<file path="src/rtl/dcpu16_fetch_if.sv">
// Instruction bus between the fetch stage (master) and program memory (slave).
// Read data travels on its own path into dcpu16_ctl and is not part of this bundle.
interface dcpu16_fetch_if;
  logic [15:0] f_adr;
  logic        f_stb;
  logic        f_ack;

  modport master (output f_adr, output f_stb, input f_ack);
  modport slave  (input f_adr, input f_stb, output f_ack);
endinterface

</file>
<file path="src/rtl/dcpu16_fetch.sv">
// DCPU-16 instruction-fetch stage: owns the PC, issues one bus read per instruction
// cycle, stalls the core until acknowledge or timeout, and flags discarded words via wpc.
module dcpu16_fetch #(
  parameter logic [15:0] RST_PC = 16'h0000,
  parameter int unsigned TMO    = 255
) (
  input  logic                  clk,
  input  logic                  rst,
  input  logic                  i_run,
  input  logic [1:0]            i_pha,
  input  logic                  i_bra,
  input  logic                  i_bcc,
  input  logic [15:0]           i_bpc,
  input  logic                  i_skp,
  dcpu16_fetch_if.master        fbus,
  output logic                  o_ena,
  output logic                  o_wpc,
  output logic [15:0]           o_pc,
  output logic                  o_err
);

  localparam logic [15:0] TmoCnt = 16'(TMO);

  typedef enum logic {StIdle, StBusy} state_e;

  state_e      r_state;
  logic [15:0] r_pc;
  logic [15:0] r_adr;
  logic [15:0] r_cnt;
  logic        r_stb;
  logic        r_wpc;
  logic        r_err;

  logic w_busy;
  logic w_tmo_hit;
  logic w_issue;
  logic w_taken;

  assign w_busy    = (r_state == StBusy);
  assign w_tmo_hit = (r_cnt == TmoCnt);
  assign w_taken   = i_bra & i_bcc;

  // Stall only while a read is outstanding; a timeout releases the core in its final cycle.
  assign o_ena   = i_run & ~(w_busy & ~fbus.f_ack & ~w_tmo_hit);
  assign w_issue = ~w_busy & o_ena & (i_pha == 2'd1);

  always_ff @(posedge clk) begin
    if (rst) begin
      r_state <= StIdle;
      r_pc    <= RST_PC;
      r_adr   <= RST_PC;
      r_cnt   <= 16'd0;
      r_stb   <= 1'b0;
      r_wpc   <= 1'b0;
      r_err   <= 1'b0;
    end else begin
      r_err <= 1'b0;
      case (r_state)
        StIdle: begin
          if (w_issue) begin
            r_state <= StBusy;
            r_stb   <= 1'b1;
            r_cnt   <= 16'd0;
            if (w_taken) begin
              r_adr <= i_bpc;
              r_pc  <= i_bpc;
              r_wpc <= 1'b0;
            end else begin
              // A skipped word is still fetched; wpc tells dcpu16_ctl to latch a NOP instead.
              r_adr <= r_pc;
              r_wpc <= i_skp;
            end
          end
        end
        StBusy: begin
          if (fbus.f_ack) begin
            r_state <= StIdle;
            r_stb   <= 1'b0;
            r_pc    <= r_adr + 16'd1;
            r_wpc   <= 1'b0;
          end else if (w_tmo_hit) begin
            // Abort: keep the PC on the failed word so the next cycle refetches it.
            r_state <= StIdle;
            r_stb   <= 1'b0;
            r_pc    <= r_adr;
            r_wpc   <= 1'b1;
            r_err   <= 1'b1;
          end else begin
            r_cnt <= r_cnt + 16'd1;
          end
        end
        default: r_state <= StIdle;
      endcase
    end
  end

  assign fbus.f_adr = r_adr;
  assign fbus.f_stb = r_stb;
  assign o_wpc      = r_wpc;
  assign o_pc       = r_pc;
  assign o_err      = r_err;

endmodule

</file>
<file path="src/flat_wrapper.sv">
// flat-port wrapper written by rule: the top's interface ports become plain ports
module dcpu16_fetch_flat 
#(
  parameter logic [15:0] RST_PC = 16'h0000,
  parameter int unsigned TMO    = 255
)
  (clk, rst, i_run, i_pha, i_bra, i_bcc, i_bpc, i_skp, o_ena, o_wpc, o_pc, o_err, fbus_f_adr, fbus_f_stb, fbus_f_ack);
  dcpu16_fetch_if fbus_i ();
  input  logic clk;
  input  logic rst;
  input  logic i_run;
  input  logic [1:0] i_pha;
  input  logic i_bra;
  input  logic i_bcc;
  input  logic [15:0] i_bpc;
  input  logic i_skp;
  output logic o_ena;
  output logic o_wpc;
  output logic [15:0] o_pc;
  output logic o_err;
  output wire logic [$bits(fbus_i.f_adr)-1:0] fbus_f_adr;
  output wire logic [$bits(fbus_i.f_stb)-1:0] fbus_f_stb;
  input wire logic [$bits(fbus_i.f_ack)-1:0] fbus_f_ack;
  assign fbus_f_adr = fbus_i.f_adr;
  assign fbus_f_stb = fbus_i.f_stb;
  assign fbus_i.f_ack = fbus_f_ack;
  dcpu16_fetch #(.RST_PC(RST_PC), .TMO(TMO)) u_core (.clk(clk), .rst(rst), .i_run(i_run), .i_pha(i_pha), .i_bra(i_bra), .i_bcc(i_bcc), .i_bpc(i_bpc), .i_skp(i_skp), .fbus(fbus_i), .o_ena(o_ena), .o_wpc(o_wpc), .o_pc(o_pc), .o_err(o_err));
endmodule
</file>
<file path="config.mk">
export PLATFORM = sky130hd
export DESIGN_NAME = dcpu16_fetch_flat
export DESIGN_NICKNAME = d
export VERILOG_FILES = /design/src/rtl/dcpu16_fetch_if.sv /design/src/rtl/dcpu16_fetch.sv /design/src/flat_wrapper.sv
export SDC_FILE = /design/constraint.sdc
export NUM_CORES = 1
export LEC_CHECK = 0
export CORE_MARGIN = 1
export CORE_UTILIZATION = 40
export DETAILED_ROUTE_END_ITERATION = 8
export DONT_BUFFER_PORTS = 1
export GPL_ROUTABILITY_DRIVEN = 0
export SETUP_SLACK_MARGIN = 0.02
export SYNTH_ARGS = -nofsm -noshare
export SYNTH_HDL_FRONTEND = slang
export SYNTH_SLANG_ARGS = --single-unit
</file>
<file path="constraint.sdc">
create_clock -name clk -period 2.7 [get_ports clk]
set_input_delay 0.405 -clock clk [delete_from_list [all_inputs] [get_ports clk]]
set_output_delay 0.405 -clock clk [all_outputs]
set_load 0.01 [all_outputs]
</file>
After elaboration in Yosys (flattened, before gate mapping)
Index checks and enable logic that the tools add are counted.
- register bits: 52
- latch bits: 0
- bits in writable memories: 0
- memory bits (read-only): 0
- output and inout bits: 36
- word-level logic and storage cells: 52
- memories: 0
- add/sub/neg operators: 2
- multipliers: 0
- div/mod/pow operators: 0
- order comparisons: 0
- eq/ne operators: 6
- shift-type cells: 0
- multiplexer cells: 23
- bitwise logic cells: 10
- reductions and logical operators: 4
- operators with widths (operator ; count):
    2-to-1 mux 16 bit ; 7
    one-hot mux 16 bit (2 select lines) ; 2
    adder 16 x 1 -> 16 bit (second input constant) ; 2
    equality test 16 x 8 -> 1 bit (second input constant) ; 1
    2-to-1 mux 1 bit ; 11
    bitwise AND 1 bit ; 6
    one-hot mux 1 bit (2 select lines) ; 3
    != test 2 bit (second input constant) ; 2
    NOT 1 bit ; 4
    AND reduction 2 bit ; 2
    != test 3 bit (second input constant) ; 1
    AND reduction 3 bit ; 1
    OR reduction 3 bit ; 1
    equality test 2 x 1 -> 1 bit (second input constant) ; 1
    != test 2 x 1 -> 1 bit (second input constant) ; 1

Longest topological paths before layout
Gate-level depths: netlist of run 1.
- depth in word-level cells: 9
- mapped depth: 7
- depth with buffers taken out: 6

Least setup slack after synthesis of run 1
Ideal clock, no wire load.
- path kind: register to output
- from: register u_core.r_cnt[13]
- to: output o_ena
- data arrival time: 1680 ps
- setup slack: 615 ps
- stages on the path, launching flop included: 5
- buffers on the path: 1
- path through: dfxtp_1 > or4_4 > o41ai_4 > buf_6 > and2_1
- cells in the longest elaborated chain, start to end: 5
- RTL lines (element ; RTL line ; source):
    from (decl) ; dcpu16_fetch.sv:29 ; logic [15:0] r_cnt;
    from (signal assigned) ; dcpu16_fetch.sv:89 ; r_cnt <= r_cnt + 16'd1;
    equality test 16 x 8 -> 1 bit ; dcpu16_fetch.sv:40 ; assign w_tmo_hit = (r_cnt == TmoCnt);
    NOT 1 bit ; dcpu16_fetch.sv:44 ; assign o_ena = i_run & ~(w_busy & ~fbus.f_ack & ~w_tmo_hit);
    bitwise AND 1 bit ; dcpu16_fetch.sv:44 ;
    NOT 1 bit ; dcpu16_fetch.sv:44 ;
    bitwise AND 1 bit ; dcpu16_fetch.sv:44 ;
    to (decl) ; flat_wrapper.sv:17 ; output logic o_ena;
No other way between the ends.

Worst setup path after layout of run 1
Same ends and word-level chain as after synthesis.

==> flow_summary.toml, run 1 <==
[cells_and_area]
finalInstanceArea_um2 = 2945
nFillCells = 679
area_growth_pct = 5.893
drive_gt1_frac = 0.06748
fin_nets = 352
antennaDiodeCount = 0

[synth]
yosysTopAreaCellShare = 0.3743
ys_seq_area_frac = 0.3743
ys_ff_latch = 52
synth_common_cells = "dfxtp_1 (52), nor2_1 (41), a211oi_1 (24), nand2_1 (23), a21oi_1 (20)"
async_flop_share = 0
yosys.cell_count.top_type = "dfxtp_1"
yosys-top-cells-area = "dfxtp_1 (37%), mux2i_1 (6.5%), a211oi_1 (6.5%), nor2_1 (5.5%), xor2_1 (3.8%)"
synth_top_area_cell = "dfxtp_1"
syn-num-nets = 358
syn_avg_cell_area_um2 = 8.403
syn_inst = 331
synth_edf_count = 0
synth_area_um2 = 2781
yosys_warnings = 0
yosys.cell_types.count = 49
synth-main-ff-cell = "dfxtp_1"

[power_and_ir_drop]
peakVddDrop_uv = 166.8
leakage_nw = 0.9936
p_per_area_nw_per_um2 = 483.7

[setup_path]
end_kind = "output port"
worstReg2RegStart = "u_core.r_cnt[0]"
crit_type = "reg -> out"
worstReg2RegEnd = "u_core.o_pc[13]"
path_max_fanout = 7
r2r_setup_slack_ns = 0.45
crit_arrival_ns = 2.00
crit_required_ns = 2.30
cp-start-kind = "register"
r2r_cells = 6

[clock_tree]
htree_levels = 2
cts.sinks = 52
cts_setup_buffers = 0
tritoncts.num_buffers = 5
clkLatencyLatePin_ns = 0.31
root_buffer = "clkbuf_8"
cts_tree = "yes"
postCtsHoldBufs = 0
cts_buffer_depth = 2
post_cts_resized = 0
clkTransAtPathRegs_ns = 0.09

[place]
numPortBuffers = 0
place_area_um2 = 2851
hpwl_um = 4954
pre_cts_slack_ns = 0.4496

[sta]
relSlewSlack = 0.5166
finalHoldViolCount = 0
period_share = 0.8924
max_freq_mhz = 415.0
min_period_ns = 2.409
rsz0062_at_grt = "false"
slew_viol_final = 0
skew_ns = 0.005812
worst_slew_pin_slew_ns = 0.7251
tns_ns = 0
setup_violations = 0
fin_ws_ns = 0.2906

[hold_path]
hp-class = "in -> reg"
min-delay-start = "rst"
hold_end = "u_core.fbus.f_adr[7]"
whs_path_depth = 1

[floorplan]
ioPinCount = 61
die_w_um = 85.39
die-area_um2 = 7291
start_util = 0.4117
fp-row-count = 30
die_h_um = 85.39
core_um2 = 6756

[run]
max_cap_viol_count = 0

[routing]
first_pass_iters = 4
viasPerCell = 6.052
first_iter_violations = 128
wl_per_cell_um = 17.42
routed_wl_um = 7071
drc_errors = 0
ant_nets = 0
num_vias = 2457

[global_route]
grt.busiest_layer = "met2"
use_met2 = 0.3050
grt_max_degree = 45
grt_use_total = 0.2060
grt_pass1_vias = 2286
use_met1 = 0.2943
grt_overflow = 0
antenna_found_initial = 0
met3_usage = 0.05642
grt_pass1_wl_um = 11870

[run_status]
status = "completed"
-- area by class of cell --
| cell class | instances | area [um2] | share of cell area |
|---|---|---|---|
| clock buffers | 7 | 86.33 | 0.02931 |
| clock inverters | 1 | 7.507 | 0.002549 |
| inverters | 5 | 18.77 | 0.006372 |
| multi-input cells | 253 | 1632 | 0.5539 |
| flip-flops and latches | 52 | 1041 | 0.3534 |
| well taps | 80 | 100.1 | 0.03398 |
| repair buffers | 8 | 60.06 | 0.02039 |
-- cells by family (layout without fill, tap and decap cells) --
kind of cell             after synthesis  in the layout  share of synthesized area
flip-flops                            52             52                     0.3743
multiplexers                          18             18                    0.06478
buffers and inverters                 26             21                    0.03913
AO/OA/AOI/OAI                         80             80                     0.2123
adder cells (fa/ha/maj)                2              2                   0.008995
XOR/XNOR                              22             22                    0.06927
AND/OR/NAND/NOR                      131            131                     0.2312
-- worst max path at each step --
| stage | endpoint | from | slack, ns |
|---|---|---|---|
| 3_3_place_gp | u_core.o_pc[15] | u_core.r_cnt[10] | 0.53 |
| 3_5_place_dp | u_core.o_pc[15] | u_core.r_cnt[10] | 0.45 |
| 5_1_grt | o_ena | u_core.r_cnt[13] | 0.20 |
| 4_1_cts | o_ena | u_core.r_cnt[13] | 0.28 |
| 2_1_floorplan | o_ena | u_core.r_cnt[13] | 0.61 |
| 6_report | o_ena | u_core.r_cnt[13] | 0.29 |
-- power by group --
group          switching (mW)  total [mW]  internal [mW]
combinational          0.0770       0.129         0.0517
sequential             0.0393       0.828          0.789
clock                   0.259       0.468          0.209
-- layer usage --
layer | vias up | share of wire
met5 | - | 0
met4 | 0 | 0.010
met3 | 5 | 0.069
met2 | 78 | 0.44
met1 | 1154 | 0.48
li1 | 1220 | -
-- sequential cells by signal, summed over array words and instances (netlist names) --
name	count
u_core.r_state	1
u_core.o_pc	16
u_core.fbus.f_adr	16
u_core.o_err	1
u_core.r_cnt	16
u_core.fbus.f_stb	1
u_core.o_wpc	1
-- worst max-delay path, stage by stage (launching register included) --
cell and delay [ns]:
dfxtp_1 0.38, or4_4 0.59, o41ai_4 0.49, and2_1 0.24
-- layout by cell type, fill, tap and decap left out, types with 5 or more instances in the layout --
cell type / Yosys / final
nand4_1: 10 / 10
nand3_1: 12 / 12
dfxtp_1: 52 / 52
a21oi_1: 20 / 20
nor4_1: 9 / 9
buf_4: 0 / 8
nor2_1: 41 / 41
nand2_1: 23 / 23
xnor2_1: 10 / 10
xor2_1: 12 / 12
and3_1: 6 / 6
mux2i_1: 18 / 18
nor3_1: 16 / 16
a211oi_1: 24 / 24
inv_1: 5 / 5
clkbuf_8: 0 / 6
-- through the flow --
stage / utilization / hold WS (ns) / std cells / power [mW]
6_report: 0.4359 / 0.1591 / 406 / 1.425
5_1_grt: 0.4359 / 0.1390 / 406 / 1.503
3_3_place_gp: 0.4220 / 0.4759 / 398 / 0.9731
4_1_cts: 0.4359 / 0.1441 / 406 / 1.445
3_5_place_dp: 0.4220 / 0.4781 / 398 / 0.9752
2_1_floorplan: - / 0.4785 / 331 / 0.9516
(Power assumes the default switching activity.)
==> inputs of run 2 (changes only) <==
--- a/config.mk
+++ b/config.mk
@@ -10,6 +10,7 @@
 export DETAILED_ROUTE_END_ITERATION = 8
 export DONT_BUFFER_PORTS = 1
 export GPL_ROUTABILITY_DRIVEN = 0
+export MAX_ROUTING_LAYER = met4
 export SETUP_SLACK_MARGIN = 0.02
 export SYNTH_ARGS = -nofsm -noshare
 export SYNTH_HDL_FRONTEND = slang
==> flow_summary.toml, run 2 (synthesis gave the netlist of run 1 again) <==
[setup_path]
worstPathCellList = "or4_4 -> o41ai_4 -> and2_1"
path_max_fanout = 7
r2r_cells = 6
crit_arrival_ns = 2.02
max_stage_delay_ns = 0.59
crit_family = "simple AND/OR/NAND/NOR gates"
path_buf_inv = 0
cp-start-kind = "register"
end_kind = "output port"
crit_type = "reg -> out"
path_depth = 3
crit_slowest_cell = "or4_4"
crit_required_ns = 2.30

[clock_tree]
cts_setup_buffers = 0
clkLatencyLatePin_ns = 0.31
htree_levels = 2
postCtsHoldBufs = 0
tritoncts.num_buffers = 5
clkTransAtPathRegs_ns = 0.10
cts_buffer_depth = 2
cts_tree = "yes"
root_buffer = "clkbuf_8"
cts.sinks = 52
post_cts_resized = 0

[floorplan]
die-area_um2 = 7291
ioPinCount = 61
die_h_um = 85.39
start_util = 0.4117
core_um2 = 6756
fp-row-count = 30
die_w_um = 85.39

[sta]
tns_ns = 0
fin_ws_ns = 0.2770
slew_viol_final = 0
finalHoldViolCount = 0
skew_ns = 0.004592
worst_slew_pin_slew_ns = 0.7235
period_share = 0.8974
setup_violations = 0
min_period_ns = 2.423
max_freq_mhz = 412.7
relSlewSlack = 0.5176
rsz0062_at_grt = "false"

[routing]
wl_per_cell_um = 17.55
first_pass_iters = 4
drc_errors = 0
viasPerCell = 6.067
routed_wl_um = 7125
num_vias = 2463
first_iter_violations = 101
ant_nets = 0

[run]
max_cap_viol_count = 0

[power_and_ir_drop]
switching_share = 0.2694
p_comb_frac = 0.090
p_int_mw = 1.050
leakage_nw = 0.9936
peakVddDrop_uv = 172.1
p_per_area_nw_per_um2 = 487.8
p_sw_mw = 0.3871
seq_power_share = 0.576
pwr-share-clk = 0.334

[cells_and_area]
drive_gt1_frac = 0.06748
nFillCells = 679
area_growth_pct = 5.893
final_common_cell = "dfxtp_1"
mostFrequentLayoutCells = "dfxtp_1 (52), nor2_1 (41), a211oi_1 (24)"
utilization = 0.4359
antennaDiodeCount = 0
stdcell_count = 406
fin_nets = 352

[run_status]
status = "completed"

[global_route]
grt_max_degree = 45
grt_pass1_wl_um = 11890
grt_overflow = 0
grt_pass1_vias = 2288
antenna_found_initial = 0
grt_use_total = 0.2122

[hold_path]
whs_path_depth = 1
hp-class = "in -> reg"

[place]
numPortBuffers = 0
placed_cells = 398
hpwl_um = 4954
pre_cts_slack_ns = 0.4496
run 2: power groups by stage:
| stage | Combinational, mW | Clock (mW) | Sequential (mW) |
|---|---|---|---|
| after floorplan | 0.115 | 0 | 0.837 |
| after global placement | 0.127 | 0 | 0.846 |
| after CTS | 0.129 | 0.487 | 0.828 |
| after detailed placement | 0.129 | 0 | 0.846 |
| final | 0.129 | 0.480 | 0.828 |
| after global routing | 0.148 | 0.522 | 0.834 |
run 2: worst register-to-register path, delay by kind of cell, from the launching register on:
kind                       cells  cell delay, ns
AOI/OAI and AO/OA              4            1.34
adders and majority gates      1            0.24
DFF                            1            0.36
and+or+nand+nor                1            0.22
run 2: final cells by class:
| cell class | instances | area, um2 | share of cell area |
|---|---|---|---|
| sequential | 52 | 1041 | 0.3534 |
| clock inverter | 1 | 7.507 | 0.002549 |
| timing repair buffer | 8 | 60.06 | 0.02039 |
| tap | 80 | 100.1 | 0.03398 |
| clock buffer | 7 | 86.33 | 0.02931 |
| inverter | 5 | 18.77 | 0.006372 |
| multi-input combinational | 253 | 1632 | 0.5539 |
run 2: worst paths after layout:
kind,startpoint,endpoint,slack [ns]
min reg2reg,u_core.o_pc[12],u_core.o_pc[12],0.52
min,rst,u_core.fbus.f_adr[7],0.15
max reg2reg,u_core.r_cnt[0],u_core.o_pc[13],0.44
max,u_core.r_cnt[13],o_ena,0.28
run 2: layer usage:
| metal | wire [um] | part of all wire | up-vias | global-route usage |
|---|---|---|---|---|
| met5 | 0 | 0 | - | - |
| met4 | 76 | 0.011 | 0 | 0.05455 |
| met3 | 417 | 0.059 | 5 | 0.05350 |
| met2 | 3109 | 0.44 | 76 | 0.3072 |
| met1 | 3522 | 0.49 | 1158 | 0.2943 |
| li1 | - | - | 1224 | - |
run 2: through the flow:
stage               power [mW]  hold slack (ns)  instance area, um2
global route             1.503           0.1423                2945
global placement        0.9731           0.4759                2851
floorplan               0.9516           0.4785                2781
finish                   1.437           0.1510                2945
CTS                      1.445           0.1441                2945
detailed placement      0.9752           0.4781                2851
==> patch 1: new RTL, config.mk and constraints of run 1 <==
`TMO` is set to 255 in 2 places; all go to 191.
--- a/src/rtl/dcpu16_fetch.sv
+++ b/src/rtl/dcpu16_fetch.sv
@@ -2,7 +2,7 @@
 // cycle, stalls the core until acknowledge or timeout, and flags discarded words via wpc.
 module dcpu16_fetch #(
   parameter logic [15:0] RST_PC = 16'h0000,
-  parameter int unsigned TMO    = 255
+  parameter int unsigned TMO    = 191
 ) (
   input  logic                  clk,
   input  logic                  rst,
--- a/src/flat_wrapper.sv
+++ b/src/flat_wrapper.sv
@@ -2,7 +2,7 @@
 module dcpu16_fetch_flat 
 #(
   parameter logic [15:0] RST_PC = 16'h0000,
-  parameter int unsigned TMO    = 255
+  parameter int unsigned TMO    = 191
 )
   (clk, rst, i_run, i_pha, i_bra, i_bcc, i_bpc, i_skp, o_ena, o_wpc, o_pc, o_err, fbus_f_adr, fbus_f_stb, fbus_f_ack);
   dcpu16_fetch_if fbus_i ();
Check against the original RTL: no difference found for any inputs over 4 cycles, from zero or initial values and one cycle with rst high; that may be too few to reach the edited logic, so the function may still have changed.
==> patch 1 against run 1 <==
- sequential cell count unchanged
- clock skew increased by 0.0085 ns
- maximum frequency grew 6.4%
- cell area rose by 2.5%
- synthesized area up 2.3%
- register-to-register slack improved by 0.25 ns
- routed wire length down 0.41%
- critical path depth rose by 1
- power rose by 6.4%
- sequential share of layout area down 0.85 points
- setup slack gained 0.15 ns
- largest power group unchanged
==> patch 1: results (changes against run 1) <==
sequential fraction of the synthesis area=36.57% (-0.86 points); post-DR vias/cell=5.685 (-6.1%); Synthesis Warnings=0 (unchanged); Pint=1.141 mW (+8.8%); largest net degree at the start of global routing=40 (-11%); H-tree levels=2 (unchanged); Total GRT Usage=19.96% (-0.64 points); Skew-Pair Late Insertion Delay=0.31 ns (about the same); clock root cell=clkbuf_8; worst vdd ir=0.0002543 V (+52%); nets@finish=356 (+1.1%); Initial DRT Pass Iterations=4 (unchanged); dominant synthesized flop cell=dfxtp_1; clock buffer depth=2 (unchanged); CP max stage delay=0.42 ns (-0.17 ns); Met2 Routed Length=2978 µm (-4.9%); Num CTS Buffers=5 (unchanged); Hold Crit Class=input pin to flop; unique cell type count in the Yosys netlist=57 (+16%); crit path DAT=1.86 ns (-0.14 ns); Post-CTS Resized=0 (unchanged); status=finished, final reports clean; Least-Margin Pin Slew=0.7795 ns (+0.05441 ns); drt wl/cell=16.53 µm (-5.1%); Syn Nets=365 (+2.0%); Async SR Flop Fraction=0% (unchanged); vias in the first global route=2,339 (+2.3%); CP top delay family=simple AND/OR/NAND/NOR gates; initial DRC count=156 (+22%); share of layout cells above drive strength 1=10.61% (+3.9 points); antenna violations before repair=0 (unchanged); Met1 Routed Length=3265 µm (-3.4%); first-pass GRT wire length=11,720 µm (-1.3%); crit-path max FO=9 (+2); clock skew=0.01427 ns (+0.008456 ns); Synth area leaders=dfxtp_1 37%, nand2_1 4.6%, a21oi_1 4.4%; Max Used Layer=met4; Met3 Wirelength=661 µm (+36%); postcts setup bufs=0 (unchanged); Leakage=0.9560 nW (-3.8%); post-DP HPWL=4968 µm (+0.30%); # fillers=691 (+1.8%); number of port buffers=0 (unchanged); Clock transition at path regs=0.09 ns (about the same); Antenna Cells=0 (unchanged); CP max stage cell=nor3_1; synth cell count leaders=52 x dfxtp_1, 35 x nand2_1, 32 x nor2_1
==> patch 1: worst reg2reg max path, cell delays in order (launching register included) <==
cell,delay (ns)
dfxtp_1,0.35
ha_1,0.24
and4_1,0.25
a41o_1,0.25
a21oi_4,0.48
a21oi_1,0.11
a32o_1,0.23
==> patch 1: logic make-up (layout without fill, tap and decap cells) <==
family                   Yosys count  after routing  synth area share, %
XOR/XNOR                          21             21                6.461
flip-flops                        52             52                36.57
AND/OR/NAND/NOR                  146            146                29.14
buffers and inverters             31             23                4.967
multiplexers                       9              9                3.209
AO/OA/AOI/OAI                     77             77                18.77
adder cells (fa/ha/maj)            2              2               0.8790
==> patch 1: power groups by stage <==
stage,clock network (mW),logic [mW],registers [mW]
2_1_floorplan,0,0.114,0.838
3_3_place_gp,0,0.118,0.847
3_5_place_dp,0,0.121,0.847
4_1_cts,0.582,0.121,0.829
5_1_grt,0.616,0.136,0.833
6_report,0.566,0.120,0.829
==> patch 1: per-stage QoR <==
step | cells | cell area [µm²] | setup WS, ns | total power, mW
floorplan | 338 | 2846 | 0.9805 | 0.9520
global placement | 418 | 2897 | 0.7972 | 0.9651
detailed placement | 418 | 2897 | 0.7175 | 0.9677
CTS | 426 | 3018 | 0.4428 | 1.532
global route | 426 | 3018 | 0.3103 | 1.585
finish | 426 | 3018 | 0.4363 | 1.515
==> patch 1: layout make-up <==
cell class | instances | share of cell area, %
clock buffer | 6 | 2.736
clock inverter | 2 | 1.285
inverter | 11 | 1.368
multi-input combinational | 255 | 55.14
sequential | 52 | 34.49
tap | 96 | 3.980
timing repair buffer | 4 | 0.9950
==> patch 1: path summary, 6_finish.rpt <==
kind / startpoint / to / slack (ns) / cells after the start
setup / recovery: u_core.r_cnt[10]$_SDFFE_PP0P_ / o_ena / 0.44 / 4
hold / removal: rst / u_core.r_state$_SDFF_PP0_ / 0.16 / 1
hold reg to reg: u_core.r_cnt[15]$_SDFFE_PP0P_ / u_core.r_cnt[15]$_SDFFE_PP0P_ / 0.50 / 2
setup reg to reg: u_core.r_cnt[0]$_SDFFE_PP0P_ / u_core.o_pc[8]$_SDFFE_PP0P_ / 0.70 / 6
==> patch 1: layer usage <==
metal,vias up,global-route usage [%]
met5,-,0
met4,0,7.424
met3,12,6.476
met2,81,29.94
met1,1118,26.67
li1,1211,-
==> patch 2: new RTL, settings of run 1 <==
Without the edit above. Make the reset (`rst`) asynchronous in one clocked block.
--- a/src/rtl/dcpu16_fetch.sv
+++ b/src/rtl/dcpu16_fetch.sv
@@ -44,7 +44,7 @@
   assign o_ena   = i_run & ~(w_busy & ~fbus.f_ack & ~w_tmo_hit);
   assign w_issue = ~w_busy & o_ena & (i_pha == 2'd1);
 
-  always_ff @(posedge clk) begin
+  always_ff @(posedge clk or posedge rst) begin
     if (rst) begin
       r_state <= StIdle;
       r_pc    <= RST_PC;
Formal check against the unedited RTL: differs if rst is asserted again (counterexample within 4 cycles, from zero or initial values and one cycle with rst high); with rst held inactive, the same outputs for 10 cycles.
==> patch 2 against run 1 <==
- cell area up 12%
- routed wire length up 16%
- sequential cell count unchanged
- utilization up 1.1 points
- sequential share of layout area up 3.9 points
- setup slack worse by 0.072 ns
- via count up 9.0%
- worst hold slack worse by 0.13 ns
- critical endpoint unchanged
- synthesized area up 12%
Power is not compared: it rests on default switching activity, and its combinational part moved more than twofold at a synthesized area within 25%.
==> patch 2: results (changes against run 1) <==
register share of the cell area=39.29% (+3.9 points); crit-path max FO=11 (+4); FF-to-FF setup slack=0.43 ns (-0.02 ns); status=finished, final reports clean; unique cell type count in the Yosys netlist=51 (+4.1%); sequential fraction of the synthesis area=41.77% (+4.3 points); slack of the critical path=0.2185 ns (-0.07212 ns); Met2 Routed Length=3568 µm (+14%); non-clock buffer count=12 (+4); comb_multi_in=266 (+5.1%); first-pass GRT wire length=13,770 µm (+16%); # clk buffers=5 (-2); r2r worst-path depth=7 (+1); met3 usage=4.966% (-0.68 points); Max transition margin=47.53% (-4.1 points); end of the worst register-to-register path=u_core.o_pc[0]$_DFFE_PP0P_; dominant synthesized flop cell=dfrtp_1; clock skew=0.01786 ns (+0.01205 ns); Placed Cells=432 (+8.5%); Clock-cell share=2.985% (-0.20 points); Die Wd=90.26 µm (+5.7%); routed vias=2,679 (+9.0%); share of layout cells above drive strength 1=9.384% (+2.6 points); Async SR Flop Fraction=100.0% (+100 points); Place WS=0.4152 ns (-0.03439 ns); # fillers=728 (+7.2%); Finished Layout Cells=440 (+8.4%); Adder-Cell Fraction of Synth Area=0.8032% (-0.096 points); Routed WL=8217 µm (+16%); vias in the first global route=2,531 (+11%); r2r startpoint=u_core.r_cnt[0]$_DFFE_PP0P_; Compound-Gate Fraction of Synth Area=22.53% (+1.3 points); Final Util=44.71% (+1.1 points); Syn Nets=373 (+4.2%)
## patch 2: changes by cell type in the layout (fill, tap and decap cells not counted), sizes merged, moves of 13 or more
cell    change
a211oi     -24
a31oi      +24
dfrtp      +52
dfxtp      -52
mux2i      -16
nand2      +32
nor2       -18
o221a      +13
## patch 2: worst min-delay path by stage
stage	end	cells past startpoint	slack, ns
after floorplan	u_core.r_cnt[12]$_DFFE_PP0P_	1	0.51
after global placement	u_core.fbus.f_adr[10]$_DFFE_PP0P_	1	0.40
after detailed placement	u_core.fbus.f_adr[12]$_DFFE_PP0P_	1	0.40
final	u_core.fbus.f_adr[10]$_DFFE_PP0P_	1	0.03
after CTS	u_core.fbus.f_adr[10]$_DFFE_PP0P_	1	0.06
after global routing	u_core.fbus.f_adr[10]$_DFFE_PP0P_	1	0.07
## patch 2: what timing repair did
item	CTS	global route
hold buffers	0	0
setup endpoints to repair	0	1
buffers inserted	0	2
